### src/rtl/score_pkg.sv
// rtl/score_pkg.sv - shared score-display types, staff geometry and pitch lookup constants
//
// Purpose: common definitions for the note writer and the pixel renderer.
//   note_entry_t : 16-bit glyph slot entry stored in the note buffer
//   state_t      : note writer FSM encoding (ST_BAR exists only with BAR_LINE_EN)
//   STEP_TABLE   : semitone -> diatonic step within the octave
//   SHARP_MASK   : semitone -> sharp flag
// Optional feature macro: BAR_LINE_EN
// Ports: none (package).
package score_pkg;

  localparam int NUM_STAVES      = 4;
  localparam int SLOTS_PER_STAFF = 16;
  localparam int NUM_SLOTS       = NUM_STAVES * SLOTS_PER_STAFF;
  localparam int MEASURE_UNITS   = 16;
  localparam int STAFF_REF_NOTE  = 64;

  // The reference note is an E, which is diatonic step 2 of its octave.
  localparam int STAFF_REF_POS   = (STAFF_REF_NOTE / 12) * 7 + 2;
  localparam int STAFF_POS_MIN   = -16;
  localparam int STAFF_POS_MAX   = 15;

  localparam logic [15:0] BAR_ENTRY = 16'hC000;

  // Semitone 11 in the top field, semitone 0 in the bottom field.
  localparam logic [35:0] STEP_TABLE = {3'd6, 3'd5, 3'd5, 3'd4, 3'd4, 3'd3,
                                        3'd3, 3'd2, 3'd1, 3'd1, 3'd0, 3'd0};
  localparam logic [11:0] SHARP_MASK = 12'b0101_0100_1010;

  typedef struct packed {
    logic              valid;
    logic              bar;
    logic              sharp;
    logic signed [4:0] pos;
    logic [3:0]        dur;
    logic              rest;
    logic [2:0]        zero;
  } note_entry_t;

  typedef enum logic [2:0] {
    ST_IDLE    = 3'd0,
    ST_CONVERT = 3'd1,
    ST_WRITE   = 3'd2,
`ifdef BAR_LINE_EN
    ST_BAR     = 3'd3,
`endif
    ST_CLEAR   = 3'd4
  } state_t;

endpackage

### src/rtl/note_to_staff.sv
// rtl/note_to_staff.sv - combinational MIDI note to treble-staff position converter
//
// Purpose: maps a MIDI note number to a signed staff position (0 = bottom line,
// +1 per line/space step), a sharp flag and a rest flag. Note 0 is a rest.
// Ports:
//   note  in  8  MIDI note number
//   pos   out 5  signed staff position, saturated to -16..+15
//   sharp out 1  accidental sharp
//   rest  out 1  note is a rest
module note_to_staff
  import score_pkg::*;
(
  input  logic [7:0]        note,
  output logic signed [4:0] pos,
  output logic              sharp,
  output logic              rest
);

  logic [4:0] octave;
  logic [3:0] semi;
  logic [5:0] step_idx;
  logic [2:0] step;
  int         raw;

  always_comb begin
    octave   = 5'(note / 8'd12);
    semi     = 4'(note % 8'd12);
    step_idx = {2'b00, semi} * 6'd3;
    step     = STEP_TABLE[step_idx +: 3];
    raw      = int'(octave) * 7 + int'(step) - STAFF_REF_POS;

    if (raw < STAFF_POS_MIN) begin
      pos = 5'(STAFF_POS_MIN);
    end else if (raw > STAFF_POS_MAX) begin
      pos = 5'(STAFF_POS_MAX);
    end else begin
      pos = raw[4:0];
    end
    sharp = SHARP_MASK[semi];
    rest  = 1'b0;

    if (note == 8'd0) begin
      pos   = 5'sd0;
      sharp = 1'b0;
      rest  = 1'b1;
    end
  end

endmodule

### src/rtl/score_note_writer.sv
// rtl/score_note_writer.sv - note event to glyph-entry writer for the 64-slot score buffer
//
// Purpose: buffers one note event, converts it to a staff glyph entry and writes
// it at the cursor; wraps into a page wipe after slot 63; optional bar lines.
// Optional feature macro: BAR_LINE_EN (measure accumulator and bar entries).
// Ports:
//   clk       in  1   system clock
//   reset     in  1   synchronous, active-low
//   note      in  8   MIDI note, 0 = rest
//   duration  in  4   sixteenth units 1..15, 0 drops the event
//   note_dec  in  1   event strobe
//   clear_req in  1   wipe page and home cursor
//   rd_addr   in  6   renderer slot address {staff, slot}
//   rd_data   out 16  slot entry, one cycle after rd_addr
//   wr_ptr    out 6   cursor
//   busy      out 1   FSM not idle
//   overflow  out 1   sticky lost-event flag
module score_note_writer
  import score_pkg::*;
(
  input  logic        clk,
  input  logic        reset,
  input  logic [7:0]  note,
  input  logic [3:0]  duration,
  input  logic        note_dec,
  input  logic        clear_req,
  input  logic [5:0]  rd_addr,
  output logic [15:0] rd_data,
  output logic [5:0]  wr_ptr,
  output logic        busy,
  output logic        overflow
);

  logic [15:0] mem [NUM_SLOTS];

  state_t      state, state_nx;
  logic        hold_full;
  logic [7:0]  hold_note, cur_note;
  logic [3:0]  hold_dur, cur_dur;
  note_entry_t entry_q, entry_c;
  logic [5:0]  clr_ptr;

  logic        accept, consume, ptr_inc, clr_start, clear_done;
  logic        mem_we;
  logic [5:0]  mem_wa;
  logic [15:0] mem_wd;
  logic        last_slot;

  logic signed [4:0] conv_pos;
  logic              conv_sharp, conv_rest;

`ifdef BAR_LINE_EN
  logic [4:0] acc, acc_sum;
  logic       acc_add, acc_bar;
  assign acc_sum = acc + {1'b0, entry_q.dur};
`endif

  note_to_staff u_note_to_staff (
    .note  (cur_note),
    .pos   (conv_pos),
    .sharp (conv_sharp),
    .rest  (conv_rest)
  );

  always_comb begin
    entry_c       = '0;
    entry_c.valid = 1'b1;
    entry_c.sharp = conv_sharp;
    entry_c.pos   = conv_pos;
    entry_c.dur   = cur_dur;
    entry_c.rest  = conv_rest;
  end

  assign accept    = note_dec && (duration != 4'd0);
  assign last_slot = (wr_ptr == 6'(NUM_SLOTS - 1));
  // Held low during reset; the post-reset page wipe is reported as busy.
  assign busy      = reset && (state != ST_IDLE);

  always_comb begin
    state_nx   = state;
    consume    = 1'b0;
    ptr_inc    = 1'b0;
    clr_start  = 1'b0;
    clear_done = 1'b0;
    mem_we     = 1'b0;
    mem_wa     = wr_ptr;
    mem_wd     = entry_q;
`ifdef BAR_LINE_EN
    acc_add    = 1'b0;
    acc_bar    = 1'b0;
`endif
    if (clear_req) begin
      // Wins over any write this cycle; the holding register is left alone.
      state_nx  = ST_CLEAR;
      clr_start = 1'b1;
    end else begin
      case (state)
        ST_IDLE: begin
          if (hold_full) begin
            consume  = 1'b1;
            state_nx = ST_CONVERT;
          end
        end
        ST_CONVERT: state_nx = ST_WRITE;
        ST_WRITE: begin
          mem_we  = 1'b1;
          ptr_inc = 1'b1;
`ifdef BAR_LINE_EN
          if (acc_sum >= 5'(MEASURE_UNITS)) begin
            state_nx = ST_BAR;
          end else begin
            acc_add   = 1'b1;
            state_nx  = last_slot ? ST_CLEAR : ST_IDLE;
            clr_start = last_slot;
          end
`else
          state_nx  = last_slot ? ST_CLEAR : ST_IDLE;
          clr_start = last_slot;
`endif
        end
`ifdef BAR_LINE_EN
        ST_BAR: begin
          if (wr_ptr == 6'd0) begin
            // The note filled the page; the bar would land on a wiped page.
            state_nx  = ST_CLEAR;
            clr_start = 1'b1;
          end else begin
            mem_we    = 1'b1;
            mem_wd    = BAR_ENTRY;
            ptr_inc   = 1'b1;
            acc_bar   = 1'b1;
            state_nx  = last_slot ? ST_CLEAR : ST_IDLE;
            clr_start = last_slot;
          end
        end
`endif
        ST_CLEAR: begin
          mem_we = 1'b1;
          mem_wa = clr_ptr;
          mem_wd = '0;
          if (clr_ptr == 6'(NUM_SLOTS - 1)) begin
            clear_done = 1'b1;
            state_nx   = ST_IDLE;
          end
        end
        default: state_nx = ST_IDLE;
      endcase
    end
  end

  always_ff @(posedge clk) begin
    if (!reset) begin
      state     <= ST_CLEAR;
      wr_ptr    <= '0;
      clr_ptr   <= '0;
      hold_full <= 1'b0;
      hold_note <= '0;
      hold_dur  <= '0;
      cur_note  <= '0;
      cur_dur   <= '0;
      entry_q   <= '0;
      overflow  <= 1'b0;
      rd_data   <= '0;
`ifdef BAR_LINE_EN
      acc       <= '0;
`endif
    end else begin
      state   <= state_nx;
      rd_data <= mem[rd_addr];

      if (clear_done) begin
        wr_ptr <= '0;
      end else if (ptr_inc) begin
        wr_ptr <= wr_ptr + 6'd1;
      end

      if (clr_start) begin
        clr_ptr <= '0;
      end else if (state == ST_CLEAR) begin
        clr_ptr <= clr_ptr + 6'd1;
      end

      // A slot freed by this edge's consume can take a new event at once.
      if (accept) begin
        if (!hold_full || consume) begin
          hold_full <= 1'b1;
          hold_note <= note;
          hold_dur  <= duration;
        end else begin
          overflow <= 1'b1;
        end
      end else if (consume) begin
        hold_full <= 1'b0;
      end

      if (consume) begin
        cur_note <= hold_note;
        cur_dur  <= hold_dur;
      end

      if (state == ST_CONVERT) begin
        entry_q <= entry_c;
      end

`ifdef BAR_LINE_EN
      if (clear_done) begin
        acc <= '0;
      end else if (acc_bar) begin
        acc <= acc_sum - 5'(MEASURE_UNITS);
      end else if (acc_add) begin
        acc <= acc_sum;
      end
`endif
    end
  end

  always_ff @(posedge clk) begin
    if (mem_we) begin
      mem[mem_wa] <= mem_wd;
    end
  end

endmodule

### config.mk
export PLATFORM = sky130hd
export DESIGN_NAME = score_note_writer
export DESIGN_NICKNAME = d
export VERILOG_FILES = /design/src/rtl/score_pkg.sv /design/src/rtl/note_to_staff.sv /design/src/rtl/score_note_writer.sv
export SDC_FILE = /design/constraint.sdc
export NUM_CORES = 1
export LEC_CHECK = 0
export CAP_MARGIN = 20
export CORE_UTILIZATION = 40
export DETAILED_ROUTE_END_ITERATION = 7
export RECOVER_POWER = 25
export SYNTH_ARGS = -nofsm -noshare
export SYNTH_HDL_FRONTEND = slang
export SYNTH_SLANG_ARGS = --single-unit
export TNS_END_PERCENT = 5
### constraint.sdc
create_clock -name clk -period 14.6 [get_ports clk]
set_input_delay 2.92 -clock clk [delete_from_list [all_inputs] [get_ports clk]]
set_output_delay 2.92 -clock clk [all_outputs]
set_load 0.02 [all_outputs]
* Yosys cells after proc, flatten, opt, wreduce, memory -nomap -nowiden *
Memories as Yosys holds them, arrays and structs flattened. A register that Yosys moved wholly into a read port is not among the register bits.
Index checks and enable logic that the tools add are counted.

cells by class
  add/sub/neg operators = 4
  $mul = 2
  divide/modulo/power cells = 2
  order comparisons = 3
  eq/ne operators = 8
  shift-type cells = 1
  muxes and demuxes = 31
  bitwise operators = 2
  reductions and logical operators = 18

operators with widths
  cell                                                                              count
  36-bit by 7-bit indexed part select with 3-bit output, first input constant       1
  32-bit by 4-bit adder with 32-bit output                                          1
  32-bit by 5-bit greater-than comparator with 1-bit output, second input constant  1
  32-bit by 5-bit less-than comparator with 1-bit output, second input constant     1
  16-bit 2-to-1 mux                                                                 2
  32-bit by 7-bit subtractor with 32-bit output, second input constant              1
  1-bit 2-to-1 mux                                                                  20
  5-bit 2-to-1 mux                                                                  3
  6-bit by 1-bit adder with 6-bit output, second input constant                     2
  6-bit == test, second input constant                                              2
  6-bit 2-to-1 mux                                                                  2
  3-bit case mux with 4 select lines                                                1
  3-bit 2-to-1 mux                                                                  3
  8-bit by 4-bit divider with 8-bit output, second input constant                   1
  8-bit zero test                                                                   1
  8-bit by 4-bit remainder unit with 8-bit output, second input constant            1
  5-bit by 3-bit multiplier with 8-bit output, second input constant                1
  2-bit AND reduction                                                               4
  2-bit OR reduction                                                                4
  4-bit by 2-bit multiplier with 6-bit output, second input constant                1
  4-bit by 5-bit less-than comparator with 1-bit output, second input constant      1
  2-bit inequality test, second input constant                                      2
  4-bit nonzero test                                                                1
  3-bit by 1-bit == test with 1-bit output, second input constant                   1
  10 further kinds                                                                  13

word-level totals
  bits in registers = 53
  latch bits = 0
  memory bits (writable) = 1,024
  ROM bits = 16
  input bits = 22
  output and inout port bits = 24
  word-level logic and storage cells = 87
  memories kept = 2

memory list
  memory           words  width  read ports  clocked after memory_dff  wr ports  line                     text
  mem              64     16     1           1                         1         score_note_writer.sv:34  logic [15:0] mem [NUM_SLOTS];
  (no name shown)  16     1      1           0                         0         note_to_staff.sv:39      sharp = SHARP_MASK[semi];

* Depth between registers and ports, before layout *
  word-level depth = 9
  gate-level depth with buffers = 25
  mapped depth without buffers = 24

* Modules after synthesis *
Synthesis repeated with hierarchy kept, for this count alone.

unflattened totals
  cells, all modules = 1,797
  area, all modules = 33,659.8 um2

modules (own cells, without submodules)
  module             instances  cells each  area an instance (um2)  seq. area each (um2)
  score_note_writer  1          1,598       32,223.4                24,363.4
  note_to_staff      1          199         1,436.4                 0.0

* Least setup slack after synthesis *
OpenSTA, ideal clock, no wires.

  kind = input port to output port
  start = input port reset
  end = output port busy
  arrival = 3.733 ns
  required time = 11.680 ns
  setup slack = 7.947 ns
  stages on the path = 4
  path buffers = 2
  cells stage by stage = inv_1 -> clkbuf_1 -> clkbuf_1 -> nor2_1

on the way
  longest elaborated chain between the ends = 1

RTL lines
  element            line                     text
  start, declared    score_note_writer.sv:22  input logic reset,
  1-bit logical AND  score_note_writer.sv:77  assign busy = reset && (state != ST_IDLE);
  end, declared      score_note_writer.sv:30  output logic busy,

No other way between the ends.

* Final worst setup path *
Same ends and word-level chain as after synthesis.

==> qor.yml <==
root_buffer: "clkbuf_16"
clk_path_buf_depth: 3
die-width_um: 290
final_cell_mix: "edfxtp_1, mux4_2, nor2_1, clkbuf_16, dfxtp_1"
wl_um: 72300
cpMaxStageDelayCell: "clkbuf_1"
drc: 0
diodes: 0
timing.final.crit_share: 0.607
grt_antenna_before_repair: 5
max-slew-margin-rel: -0.521
grt_use_met2: 0.276
cts-hold-fix-buffers: 0
dr.first_iter.drc_count: 1380
arrival_ns: 5.95
p_sw_mw: 0.994
rsz0062_at_grt: "no"
drv_cap: 9
nets: 1814
initial_core_util: 0.405
worstSkewPairLatency_ns: 0.64
die_h_um: 290
drive_above_1_share: 0.254
ys_warn_count: 0
cts_sinks: 833
fillers: 6818
async_flop_share: 0
worst-setup-path-type: "in -> out"
grt_max_degree: 83
crit_path_end_kind: "primary output"
synth_edf_count: 768
track_usage: 0.173
combPwrFrac: 0.036
ir_worst_vdd_mv: 0.0957
io_pins: 46
syn_area_um2: 33300
cp_max_fo: 40
fmax_mhz: 113
final.setup_skew_ns: 0.0244
postCtsSetupBuffers: 0
vias_per_cell: 5.55
leakage_nw: 12.6
synth_ff_type: "edfxtp_1"
synth.avg_cell_area_um2: 20.2
grtUsageMet1: 0.236
htree_num_levels: 3
seq_area_frac_synth: 0.732
met3_usage: 0.0403
grt_first_pass_wirelength_um: 108000
synth_seq_cells: 833
first_global_vias: 16542
outcome: "finished with violations"
rows: 105
switching_share: 0.202
hpwlAfterDp_um: 43300
post_drt_wl_per_cell_um: 24.9
numPortBuffers: 41
syn_inst: 1647
max_stage_delay_ns: 1.25
fin_tns_setup_ns: 0
p_seq_frac: 0.524
failed_checks: "capacitance limit, slew limit"
top_usage_layer: "met2"
required_ns: 11.68
overflow: 0
finalSetupViolations: 0
tightest_slew_ns: 2.28
layout.cells.non_filler: 2900
cts.clk_slew.worst_paths_ns: 0.06
cp-start-kind: "input pin"
fin_crit_ns: 8.87
hold_viol: 0
slew_violations: 367
crit_chain: "dlygate4sd3_1 > inv_1 > clkbuf_1 > nor2_1 > clkdlybuf4s50_1"
core_um2: 82200
p_int_mw: 3.93
cts_tree: "built"
dieArea_um2: 84400
antenna_left: 0
p_clk_frac: 0.440
cts_buffers: 86
layout_commonest_cell: "edfxtp_1"
areaGrowthSynthToFinish_pct: 14.6
post_cts_resized: 0
dp_cells: 2731
yosysUniqueCellTypes: 62
power_density_nw_per_um2: 129
hp-class: "reg -> reg"
dr.pass1.iters: 5
routabilityCongestion: 0.819
via_count: 16088
cells in the mapped netlist (21+ instances only):
master / count / area (µm²)
and2_1: 27 / 169
buf_2: 21 / 105
clkbuf_1: 45 / 169
dfxtp_1: 65 / 1300
edfxtp_1: 768 / 23100
ha_1: 23 / 288
inv_1: 28 / 105
mux2i_1: 33 / 330
mux4_2: 252 / 5680
nand2_1: 62 / 233
nand3_1: 22 / 110
nor2_1: 123 / 462
power by group through the flow:
stage	clock network (mW)	registers, mW	logic, mW
after detailed placement	0	2.63	0.182
final	2.16	2.58	0.178
after floorplan	0	2.63	0.119
after global placement	0	2.63	0.181
after CTS	2.21	2.58	0.183
after global routing	2.29	2.58	0.189
logic make-up after synthesis:
logic type | Yosys count | share of synthesized area
AND/OR/NAND/NOR | 289 | 0.0401
buffers and inverters | 111 | 0.0139
XOR/XNOR | 16 | 0.00421
flip-flops | 833 | 0.732
other | 1 | 0.000113
multiplexers | 287 | 0.181
AO/OA/AOI/OAI | 81 | 0.0164
adder cells (fa/ha/maj) | 29 | 0.0123
final timing paths:
| check | slack, ns | startpoint | depth (start not counted) | endpoint |
|---|---|---|---|---|
| setup / recovery | 5.73 | reset | 5 | busy |
| hold / removal | 0.46 | entry_q[5] | 2 | entry_q[5] |
| setup reg to reg | 8.74 | cur_note[6] | 23 | entry_q[11] |
| hold reg to reg | 0.46 | entry_q[5] | 2 | entry_q[5] |
worst max-delay path, delay by kind of cell:
kind / cells / cell delay (ns)
buf+inv: 4 / 2.85
simple gates: 1 / 0.15
final cells by class:
type                       count  area, µm²  share of cell area
clock buffer                 108       2310              0.0605
clock inverter                47        483              0.0127
inverter                      30        113             0.00295
multi-input combinational    706       8520               0.223
sequential                   833      24400               0.639
tap                         1070       1340              0.0351
timing repair buffer         106       1020              0.0267
sequential cells by signal, indices dropped and copies added, names as in the netlist:
name and flops:
state 3, entry_q 12, clr_ptr 6, cur_note 8, rd_data 12, wr_ptr 6, hold_full 1, overflow 1
mem 768, hold_note 8, cur_dur 4, hold_dur 4
through the flow:
| step | worst slack (ns) | utilization | hold WS, ns | area, µm² | power (mW) |
|---|---|---|---|---|---|
| after floorplan | 7.95 | - | 0.432 | 33300 | 2.75 |
| after global placement | 6.49 | 0.425 | 0.450 | 35000 | 2.81 |
| after detailed placement | 6.56 | 0.428 | 0.450 | 35200 | 2.81 |
| after CTS | 6.56 | 0.461 | 0.459 | 38000 | 4.97 |
| after global routing | 5.54 | 0.464 | 0.481 | 38100 | 5.06 |
| final | 5.73 | 0.464 | 0.457 | 38100 | 4.92 |
per-layer routing:
metal / vias to the layer above / part of all wire
met5: - / 0.00072
met4: 8 / 0.028
met3: 130 / 0.067
met2: 449 / 0.48
met1: 8540 / 0.42
li1: 6961 / -
Power figures use the tool's default switching activity.
